**config.mk**
```make
export PLATFORM = sky130hd
export DESIGN_NAME = simd_shifter_arb_flat
export DESIGN_NICKNAME = d
export VERILOG_FILES = /design/src/rtl/simd_shifter_arb_if.sv /design/src/rtl/simd_shifter_arb.sv /design/src/flat_wrapper.sv
export SDC_FILE = /design/constraint.sdc
export NUM_CORES = 1
export LEC_CHECK = 0
export CORE_AREA = 5 5 275 277
export DETAILED_ROUTE_END_ITERATION = 6
export DIE_AREA = 0 0 280 282
export GPL_TIMING_DRIVEN = 1
export SYNTH_ARGS = -nofsm -noshare
export SYNTH_HDL_FRONTEND = slang
export SYNTH_SLANG_ARGS = --single-unit
```
**constraint.sdc**
```tcl
create_clock -name clk -period 1.9 [get_ports clk]
set_input_delay 0.285 -clock clk [delete_from_list [all_inputs] [get_ports clk]]
set_output_delay 0.285 -clock clk [all_outputs]
set_load 0.03 [all_outputs]
```
**src/rtl/simd_shifter_arb_if.sv**
```systemverilog
// Bundle of the requester command ports, the shared shifter link and the
// response port of simd_shifter_arb. The arbiter takes the slave view; the
// surrounding logic (requesters, shifter, response consumer) takes master.
interface simd_shifter_arb_if #(
  parameter int N   = 4,
  parameter int IDW = $clog2(N)
);
  // Requester command ports, one lane per requester
  logic [N-1:0]             req_vld;
  logic [N-1:0]             req_rdy;
  logic [N-1:0][63:0]       req_in;
  logic [N-1:0][1:0]        req_mode;
  logic [N-1:0][1:0]        req_op;
  logic [N-1:0][7:0][5:0]   req_shift;

  // Command presented to the shared shifter and its combinational result
  logic [63:0]              sh_in;
  logic [1:0]               sh_mode;
  logic [1:0]               sh_op;
  logic [7:0][5:0]          sh_shift;
  logic [63:0]              sh_out;

  // Tagged response port
  logic                     rsp_vld;
  logic                     rsp_rdy;
  logic [IDW-1:0]           rsp_id;
  logic [63:0]              rsp_data;

  modport master (
    output req_vld, req_in, req_mode, req_op, req_shift,
    input  req_rdy,
    input  sh_in, sh_mode, sh_op, sh_shift,
    output sh_out,
    input  rsp_vld, rsp_id, rsp_data,
    output rsp_rdy
  );

  modport slave (
    input  req_vld, req_in, req_mode, req_op, req_shift,
    output req_rdy,
    output sh_in, sh_mode, sh_op, sh_shift,
    input  sh_out,
    output rsp_vld, rsp_id, rsp_data,
    input  rsp_rdy
  );
endinterface

```
**src/rtl/simd_shifter_arb.sv**
```systemverilog
// Round-robin arbiter plus two-stage issue/response pipeline that shares one
// external SIMD shifter between N requesters. S1 holds the granted command and
// drives the shifter; S2 captures the shifter result and presents it, tagged
// with the requester index, under valid/ready backpressure. Command fields are
// passed through untouched: all shift semantics live in the shifter.
module simd_shifter_arb #(
  parameter int N   = 4,
  parameter int IDW = $clog2(N)
) (
  input  logic              clk,
  input  logic              rst_n,
  simd_shifter_arb_if.slave bus,
  output logic              busy
);

  // Issue stage (S1)
  logic                 s1_vld_reg;
  logic [IDW-1:0]       s1_id_reg;
  logic [63:0]          s1_in_reg;
  logic [1:0]           s1_mode_reg;
  logic [1:0]           s1_op_reg;
  logic [7:0][5:0]      s1_shift_reg;

  // Response stage (S2)
  logic                 s2_vld_reg;
  logic [IDW-1:0]       s2_id_reg;
  logic [63:0]          s2_data_reg;

  // Index of the most recently granted requester
  logic [IDW-1:0]       ptr_reg;

  logic                 s2_adv;
  logic                 s1_adv;

  // Requesters in priority order: entry gi is (ptr+1+gi) mod N
  logic [IDW-1:0]       cand_id [N];
  logic [N-1:0]         cand_vld;

  logic                 gnt_any;
  logic [IDW-1:0]       gnt_id;
  logic [N-1:0]         gnt;
  logic                 take;

  // S2 can move when it is empty or being drained; S1 can move when it is
  // empty or S2 is about to take its contents.
  assign s2_adv = !s2_vld_reg || bus.rsp_rdy;
  assign s1_adv = !s1_vld_reg || s2_adv;

  genvar gi;

  // Rotate the request vector so that position 0 is the requester after ptr.
  // The sum is one bit wider so the wrap needs a single conditional subtract.
  generate
    for (gi = 0; gi < N; gi++) begin : g_cand
      logic [IDW:0] sum;
      assign sum          = {1'b0, ptr_reg} + (IDW+1)'(gi + 1);
      assign cand_id[gi]  = (sum >= (IDW+1)'(N)) ? IDW'(sum - (IDW+1)'(N))
                                                 : sum[IDW-1:0];
      assign cand_vld[gi] = bus.req_vld[cand_id[gi]];
    end
  endgenerate

  // Pick the first valid requester in rotated order (lowest position wins)
  always_comb begin
    gnt_any = 1'b0;
    gnt_id  = '0;
    for (int k = N - 1; k >= 0; k--) begin
      if (cand_vld[k]) begin
        gnt_any = 1'b1;
        gnt_id  = cand_id[k];
      end
    end
  end

  // One-hot ready, only offered when S1 can accept; held low during reset
  // so no requester sees an accept that the registers would ignore.
  generate
    for (gi = 0; gi < N; gi++) begin : g_gnt
      assign gnt[gi] = rst_n && s1_adv && gnt_any && (gnt_id == IDW'(gi));
    end
  endgenerate

  assign take        = s1_adv && gnt_any;
  assign bus.req_rdy = gnt;

  // Issue stage: load the granted command, or drain to empty without a grant
  always_ff @(posedge clk or negedge rst_n) begin
    if (!rst_n) begin
      s1_vld_reg   <= 1'b0;
      s1_id_reg    <= '0;
      s1_in_reg    <= '0;
      s1_mode_reg  <= '0;
      s1_op_reg    <= '0;
      s1_shift_reg <= '0;
    end else if (s1_adv) begin
      s1_vld_reg <= take;
      // Payload is only replaced on a real grant so sh_* stay quiet when idle
      if (take) begin
        s1_id_reg    <= gnt_id;
        s1_in_reg    <= bus.req_in[gnt_id];
        s1_mode_reg  <= bus.req_mode[gnt_id];
        s1_op_reg    <= bus.req_op[gnt_id];
        s1_shift_reg <= bus.req_shift[gnt_id];
      end
    end
  end

  // Response stage: capture the shifter result for the command in S1
  always_ff @(posedge clk or negedge rst_n) begin
    if (!rst_n) begin
      s2_vld_reg  <= 1'b0;
      s2_id_reg   <= '0;
      s2_data_reg <= '0;
    end else if (s2_adv) begin
      s2_vld_reg <= s1_vld_reg;
      // Tag and data keep their last value when a bubble moves through
      if (s1_vld_reg) begin
        s2_id_reg   <= s1_id_reg;
        s2_data_reg <= bus.sh_out;
      end
    end
  end

  // Round-robin pointer: remember the requester that completed a handshake.
  // Resetting to N-1 makes requester 0 the first in line after reset.
  always_ff @(posedge clk or negedge rst_n) begin
    if (!rst_n) begin
      ptr_reg <= IDW'(N - 1);
    end else if (take) begin
      ptr_reg <= gnt_id;
    end
  end

  assign bus.sh_in    = s1_in_reg;
  assign bus.sh_mode  = s1_mode_reg;
  assign bus.sh_op    = s1_op_reg;
  assign bus.sh_shift = s1_shift_reg;

  assign bus.rsp_vld  = s2_vld_reg;
  assign bus.rsp_id   = s2_id_reg;
  assign bus.rsp_data = s2_data_reg;

  assign busy = s1_vld_reg || s2_vld_reg;

endmodule

```
**src/flat_wrapper.sv**
```systemverilog
// flat-port wrapper written by rule: the top's interface ports become plain ports
module simd_shifter_arb_flat 
#(
  parameter int N   = 4,
  parameter int IDW = $clog2(N)
)
  (clk, rst_n, busy, bus_req_vld, bus_req_in, bus_req_mode, bus_req_op, bus_req_shift, bus_req_rdy, bus_sh_in, bus_sh_mode, bus_sh_op, bus_sh_shift, bus_sh_out, bus_rsp_vld, bus_rsp_id, bus_rsp_data, bus_rsp_rdy);
  simd_shifter_arb_if #(.N(N), .IDW(IDW)) bus_i ();
  input  logic clk;
  input  logic rst_n;
  output logic busy;
  input wire logic [$bits(bus_i.req_vld)-1:0] bus_req_vld;
  input wire logic [$bits(bus_i.req_in)-1:0] bus_req_in;
  input wire logic [$bits(bus_i.req_mode)-1:0] bus_req_mode;
  input wire logic [$bits(bus_i.req_op)-1:0] bus_req_op;
  input wire logic [$bits(bus_i.req_shift)-1:0] bus_req_shift;
  output wire logic [$bits(bus_i.req_rdy)-1:0] bus_req_rdy;
  output wire logic [$bits(bus_i.sh_in)-1:0] bus_sh_in;
  output wire logic [$bits(bus_i.sh_mode)-1:0] bus_sh_mode;
  output wire logic [$bits(bus_i.sh_op)-1:0] bus_sh_op;
  output wire logic [$bits(bus_i.sh_shift)-1:0] bus_sh_shift;
  input wire logic [$bits(bus_i.sh_out)-1:0] bus_sh_out;
  output wire logic [$bits(bus_i.rsp_vld)-1:0] bus_rsp_vld;
  output wire logic [$bits(bus_i.rsp_id)-1:0] bus_rsp_id;
  output wire logic [$bits(bus_i.rsp_data)-1:0] bus_rsp_data;
  input wire logic [$bits(bus_i.rsp_rdy)-1:0] bus_rsp_rdy;
  assign bus_i.req_vld = bus_req_vld;
  assign bus_i.req_in = bus_req_in;
  assign bus_i.req_mode = bus_req_mode;
  assign bus_i.req_op = bus_req_op;
  assign bus_i.req_shift = bus_req_shift;
  assign bus_req_rdy = bus_i.req_rdy;
  assign bus_sh_in = bus_i.sh_in;
  assign bus_sh_mode = bus_i.sh_mode;
  assign bus_sh_op = bus_i.sh_op;
  assign bus_sh_shift = bus_i.sh_shift;
  assign bus_i.sh_out = bus_sh_out;
  assign bus_rsp_vld = bus_i.rsp_vld;
  assign bus_rsp_id = bus_i.rsp_id;
  assign bus_rsp_data = bus_i.rsp_data;
  assign bus_i.rsp_rdy = bus_rsp_rdy;
  simd_shifter_arb #(.N(N), .IDW(IDW)) u_core (.clk(clk), .rst_n(rst_n), .bus(bus_i), .busy(busy));
endmodule
```
After elaboration in Yosys (flattened, before gate mapping). Cells that the tools add are included.

Latch bits: 0. Bits of input ports: 535. RAM bits: 0. ROM bits: 0. Memories kept: 0. Register bits after elaboration: 188. Logic and storage cells: 80. Output and inout port bits: 188.

$mul: 0. Equal/unequal tests: 3. Bitwise logic cells: 0. Muxes and demuxes: 28. $lt $le $gt $ge: 9. Add/sub/neg operators: 8. Div/mod/pow operators: 0. Reduce and logical (&&, ||, !) cells: 15. Shift operators: 0.

Operators with widths (number): $bmux 64 s2 (1); $bmux 48 s2 (1); $mux 64 (1); $mux 48 (1); $mux 2 (10); $lt 2x3->1 const B (5); $ge 3x3->1 const B (4); $bmux 1 s2 (4); $bmux 2 s2 (2); $mux 1 (8); $sub 2x1->2 const B (4); $logic_and 1x1->1 (7); $add 2x2->3 const B (2); $eq 2x2->1 const B (2); $reduce_and 2->1 (2); $add 2x1->3 const B (1); $add 2x3->3 const B (1); $logic_or 1x1->1 (3); $eq 2x1->1 const B (1); $logic_not 1->1 (2); $logic_not 2->1 (1).

Logic depth before layout (Yosys ltp).
Depth after elaboration: 11. Mapped depth: 10. Gate-level depth less buffers: 5.

Worst setup path before layout. No wires, ideal clock.

Path type: register -> output. Start point: reg u_core.s2_vld_reg (netlist: u_core.bus.rsp_vld). End point: out bus_req_rdy[0]. Path buffers: 2. Required time: 1.615 ns. Arrival time: 2.095 ns. Slack: -0.480 ns. Cell stages (with the launch flop): 7. Path through: dfrtp_1 nor2b_1 a21oi_1 clkbuf_1 clkbuf_1 nand3_1 nor2_1.

Cells in the longest elaborated chain, start to end: 6.

RTL lines: start, declared (RTL line simd_shifter_arb.sv:25) `logic s2_vld_reg;`; start signal, assigned (RTL line simd_shifter_arb.sv:115) `s2_vld_reg <= s1_vld_reg;`; $logic_not 1->1 (RTL line simd_shifter_arb.sv:46) `assign s2_adv = !s2_vld_reg || bus.rsp_rdy;`; $logic_or 1x1->1 (RTL line simd_shifter_arb.sv:46); $logic_or 1x1->1 (RTL line simd_shifter_arb.sv:47) `assign s1_adv = !s1_vld_reg || s2_adv;`; $logic_and 1x1->1 (3 in series) (RTL line simd_shifter_arb.sv:79) `assign gnt[gi] = rst_n && s1_adv && gnt_any && (gnt_id == IDW'(gi));`; end, declared (RTL line flat_wrapper.sv:17) `output wire logic [$bits(bus_i.req_rdy)-1:0] bus_req_rdy;`.

No other way between the ends.

Final worst setup path.
Start point: reg u_core.ptr_reg[0]. End point: out bus_req_rdy[3].

Cells in the longest elaborated chain, start to end: 11.

RTL lines: start, declared (RTL line simd_shifter_arb.sv:30) `logic [IDW-1:0] ptr_reg;`; start signal, assigned (RTL line simd_shifter_arb.sv:128) `ptr_reg <= IDW'(N - 1);`; start signal, assigned (RTL line simd_shifter_arb.sv:130) `ptr_reg <= gnt_id;`; $add 2x3->3 (RTL line simd_shifter_arb.sv:56) `assign sum = {1'b0, ptr_reg} + (IDW+1)'(gi + 1);`; $ge 3x3->1 or $sub 2x1->2 (tied branches) (RTL line simd_shifter_arb.sv:57) `assign cand_id[gi] = (sum >= (IDW+1)'(N)) ? IDW'(sum - (IDW+1)'(N))`; $mux 2 (RTL line simd_shifter_arb.sv:57); $bmux 1 s2 (RTL line simd_shifter_arb.sv:59) `assign cand_vld[gi] = bus.req_vld[cand_id[gi]];`; $mux 1 (not written as such) (RTL line simd_shifter_arb.sv:59); $mux 2 or $mux 1 (tied branches) (4 in series) (RTL line simd_shifter_arb.sv:68) `if (cand_vld[k]) begin`; $eq 2x2->1 or $logic_and 1x1->1 (tied branches) (RTL line simd_shifter_arb.sv:79); $logic_and 1x1->1 (*) (RTL line simd_shifter_arb.sv:79).

Mark *: on every way between the ends. The rest lies on a longest branch, timed or not. The select of a mux whose other input is x is not followed.

==> results summary <==
Ranked by total cell area, the synthesized netlist is headed by sky130_fd_sc_hd__dfrtp_1, sky130_fd_sc_hd__a211oi_1, sky130_fd_sc_hd__mux2i_1, sky130_fd_sc_hd__mux2_2, sky130_fd_sc_hd__a31oi_1. The count of inserted antenna diode cells is 0. The wire length of the first global-routing pass came out at 84400 um.

Summed over all instances, the cell type with the most area after synthesis is sky130_fd_sc_hd__dfrtp_1. The initial antenna violation count was 3. The register area share after synthesis came out at 0.442. After floorplanning, the core was sized to cover 72600 um^2.

The post-synthesis to final-layout area growth is 113%. The clock tree buffer depth is 2. The maximum resistive drop on vdd is ~0.54 mV.

The number of design-rule violations left by the first detailed-router iteration is roughly 600. After synthesis, the netlist uses 28 different library cells. The path class of the tightest hold or removal check is input port to flop.

The yosys synthesis warning count is 0. The HPWL after detailed placement came out at 45900 um. The instance area after placement came out at 20000 um^2. By instance count, the leading cell after synthesis is sky130_fd_sc_hd__a211oi_1.

The clock sink count came out at 188. The final reports fail on negative setup slack. The relative slew slack is 0.586. The total number of H-tree levels is 4. The kind of critical path is flop to primary output. The cell count after synthesis is 1096.

The first detailed-routing pass ran for 5 iterations. The last weighted congestion value of the routability-driven placer is 0.935. For this run, the top clock speed supported by timing is 425 MHz.

The die is 280 um wide. The run finished, with violations left. The post-detailed-routing wire length came out at 63600 um.

The initial utilization of the core area, before any placement, comes to 0.147. The slew at the pin closest to its max-slew limit came out at roughly 0.62 ns. The slowest stage of the critical path is the sky130_fd_sc_hd__dfstp_2 cell.

The floorplan row count is 99. The area taken by flip-flops and latches came out at 4710 um^2. The multi-input gate area in the final layout came out at 6000 um^2. The overall power of the completed layout is 21500 uW. The critical path contains buffers and inverters numbering 3 combined. The final max-slew violation count came out at 0. For this run, asynchronously set or reset flops after synthesis account for 1.00. The number of DRC violations after detailed routing came out at 0. The arrival time of the worst setup path came out at 2.07 ns. The number of enable-type register cells in the synthesized netlist is 0. The total number of vias is 12368. The share of synthesized area in the top cell type comes to 0.437.

At the worst endpoint, the required time is 1.62 ns. STA classifies the critical path endpoint as a primary output. The number of nets handed over by synthesis was 1631. Setup violations remaining at the end of the flow were counted as roughly 120. Summing all non-filler instances in the final layout gives an area of 22700 um^2. TritonCTS built the clock tree. The leakage component of the power came out at between 0.009 and 0.01 uW.

For this design the ratio of total power to cell area is 945 nW/um^2. The flop and latch count out of synthesis came out at ~190. The fraction of final layout cells with drive strength greater than 1 is 0.241.

The number of primary I/O pins is 723. In the routed layout, each cell is associated on average with a via count of 4.30. The total overflow reported by the global router is 0.

The clock buffer count from CTS came out at 17. The worst hold-check slack is approximately 0.39 ns. The clock root buffer is sky130_fd_sc_hd__clkbuf_16. The post-detailed-route wirelength per cell is 22.1 um. For this run, the leading register cell type out of synthesis is sky130_fd_sc_hd__dfrtp_1. The minimum clock period after layout came out at around 2.4 ns.

The worst-case setup margin in the final layout is -0.456 ns. The via count of the first global-routing pass was 13345. The number of input and output port buffers inserted came out at slightly above 700. In the global route stage, overall resource usage came out at 0.142. The delay contributed by the slowest stage of the critical path is around 0.54 ns. The hold violation total from the final report is 0.

The synthesized area per cell came out at ~9.7 um^2. Entering global routing, the biggest net connects around 110 pins. Traced cell by cell, the critical path runs through and2b_2 > o21ai_4 > and3_4 > buf_12 > buf_12 > nor2_4 > buf_12. The CTS clock-pin slew for the worst setup and hold paths came out at about 0.1 ns. The clock latency of the later-clocked register in the worst-skew pair is ~0.50 ns.

The die covers approximately 80000 um^2. By instance count, the cell type seen most on the critical path is sky130_fd_sc_hd__buf_12. The total of fill cells in the finished design is 7405. The post-route clock period utilization is 1.24. The net count of the finished layout is 2442.

Counting instances in the post-synthesis netlist gives the leading cell types as sky130_fd_sc_hd__a211oi_1, sky130_fd_sc_hd__dfrtp_1, sky130_fd_sc_hd__nor2_1. The worst setup skew after layout came out at 0.0175 ns. The die is 282 um tall. The startpoint type of the worst setup path is a flop. The count of nets left with antenna violations once routing finished came out at 0. Along the worst path, the maximum fanout reaches 3. The tool flagged a number of max-cap violations equal to 0. The cell family contributing the most delay on the critical path is flip-flops. Setup repair after global routing could not meet its margin everywhere. Summing every instance area after synthesis gives 10700 um^2.
report_power, final:
part	switching, uW	internal [uW]	total, uW
clock	2270	1890	4160
sequential	560	4990	5550
combinational	6210	5540	11700
total	9040	12400	21500
worst paths after layout:
check / startpoint / to / slack [ns] / depth (start not counted)
setup reg to reg: u_core.ptr_reg[0] / u_core.bus.sh_shift[47] / -0.40 / 10
setup / recovery: u_core.ptr_reg[0] / bus_req_rdy[3] / -0.46 / 7
hold / removal: bus_sh_out[7] / u_core.bus.rsp_data[7] / 0.39 / 2
min in group asynchronous: rst_n / u_core.bus.sh_shift[45] / 0.45 / 3
hold reg to reg: u_core.s1_id_reg[1] / u_core.s1_id_reg[1] / 0.49 / 1
max in group asynchronous: rst_n / u_core.bus.sh_in[49] / 0.90 / 3
worst reg2reg max path, delay by kind of cell (launching register included):
family          cells  cell delay (ns)
flops               1             0.54
buf+inv             5             0.66
simple gates        2             0.51
mux                 1             0.23
compound gates      2             0.25
cell type report:
| class | count | area share |
|---|---|---|
| clock buffers | 17 | 0.0187 |
| clock inverters | 15 | 0.0101 |
| inverters | 116 | 0.0192 |
| multi-input cells | 684 | 0.264 |
| flip-flops and latches | 188 | 0.207 |
| well taps | 959 | 0.0528 |
| repair buffers | 900 | 0.428 |
stage by stage:
stage	setup TNS [ns]	instances	setup slack (ns)	utilization
6_report	-37.31	2879	-0.456	0.313
5_1_grt	-45.58	2879	-0.549	0.313
4_1_cts	-41.69	2858	-0.530	0.299
3_5_place_dp	-49.94	2796	-0.556	0.275
3_3_place_gp	-45.16	2796	-0.512	0.275
2_1_floorplan	-6.68	1096	-0.0694	-
cells by family (layout without fill, tap and decap cells):
group                  after synthesis  count (layout)  synth area share
buffers and inverters              224            1048            0.0872
flip-flops                         188             188             0.442
multiplexers                       182             182             0.179
AO/OA/AOI/OAI                      358             358             0.238
AND/OR/NAND/NOR                    144             144            0.0543
routing by layer:
metal | part of all wire | track usage | up-vias
li1 | - | - | 5652
met1 | 0.39 | 0.164 | 6068
met2 | 0.52 | 0.255 | 569
met3 | 0.067 | 0.0368 | 79
met4 | 0.025 | 0.0481 | 0
met5 | 0 | 0 | -
what timing repair did:
item                       CTS  global route
setup buffers               20            17
hold endpoints to repair   186             0
gates resized for setup    218           179
hold buffers                 1             0
pin swaps                   85            69
gates cloned                 9            11
setup endpoints to repair  184           153
cell usage in the layout, fill, tap and decap left out, types with 2 or more instances in the layout:
cell type,n
sky130_fd_sc_hd__inv_12,6
sky130_fd_sc_hd__dlygate4sd2_1,63
sky130_fd_sc_hd__inv_8,3
sky130_fd_sc_hd__a21o_1,2
sky130_fd_sc_hd__buf_16,12
sky130_fd_sc_hd__dlymetal6s2s_1,30
sky130_fd_sc_hd__mux2i_2,27
sky130_fd_sc_hd__dfstp_2,2
sky130_fd_sc_hd__dfrtp_1,185
sky130_fd_sc_hd__inv_1,116
sky130_fd_sc_hd__a211oi_4,4
sky130_fd_sc_hd__nand2b_1,5
sky130_fd_sc_hd__inv_16,2
sky130_fd_sc_hd__buf_6,24
sky130_fd_sc_hd__nand3_4,2
sky130_fd_sc_hd__a211oi_1,118
sky130_fd_sc_hd__clkinv_8,3
sky130_fd_sc_hd__clkdlybuf4s50_1,617
sky130_fd_sc_hd__nor2b_1,2
sky130_fd_sc_hd__a211oi_2,110
sky130_fd_sc_hd__buf_8,27
sky130_fd_sc_hd__buf_12,40
sky130_fd_sc_hd__nor2_1,119
sky130_fd_sc_hd__nand2_1,3
sky130_fd_sc_hd__mux2i_4,11
sky130_fd_sc_hd__clkbuf_16,25
sky130_fd_sc_hd__mux2_2,66
sky130_fd_sc_hd__mux2i_1,78
sky130_fd_sc_hd__o21ai_4,2
sky130_fd_sc_hd__nor2_4,5
sky130_fd_sc_hd__a31oi_1,116
sky130_fd_sc_hd__buf_4,76
sky130_fd_sc_hd__or2_2,2
(Power assumes the default switching activity.)
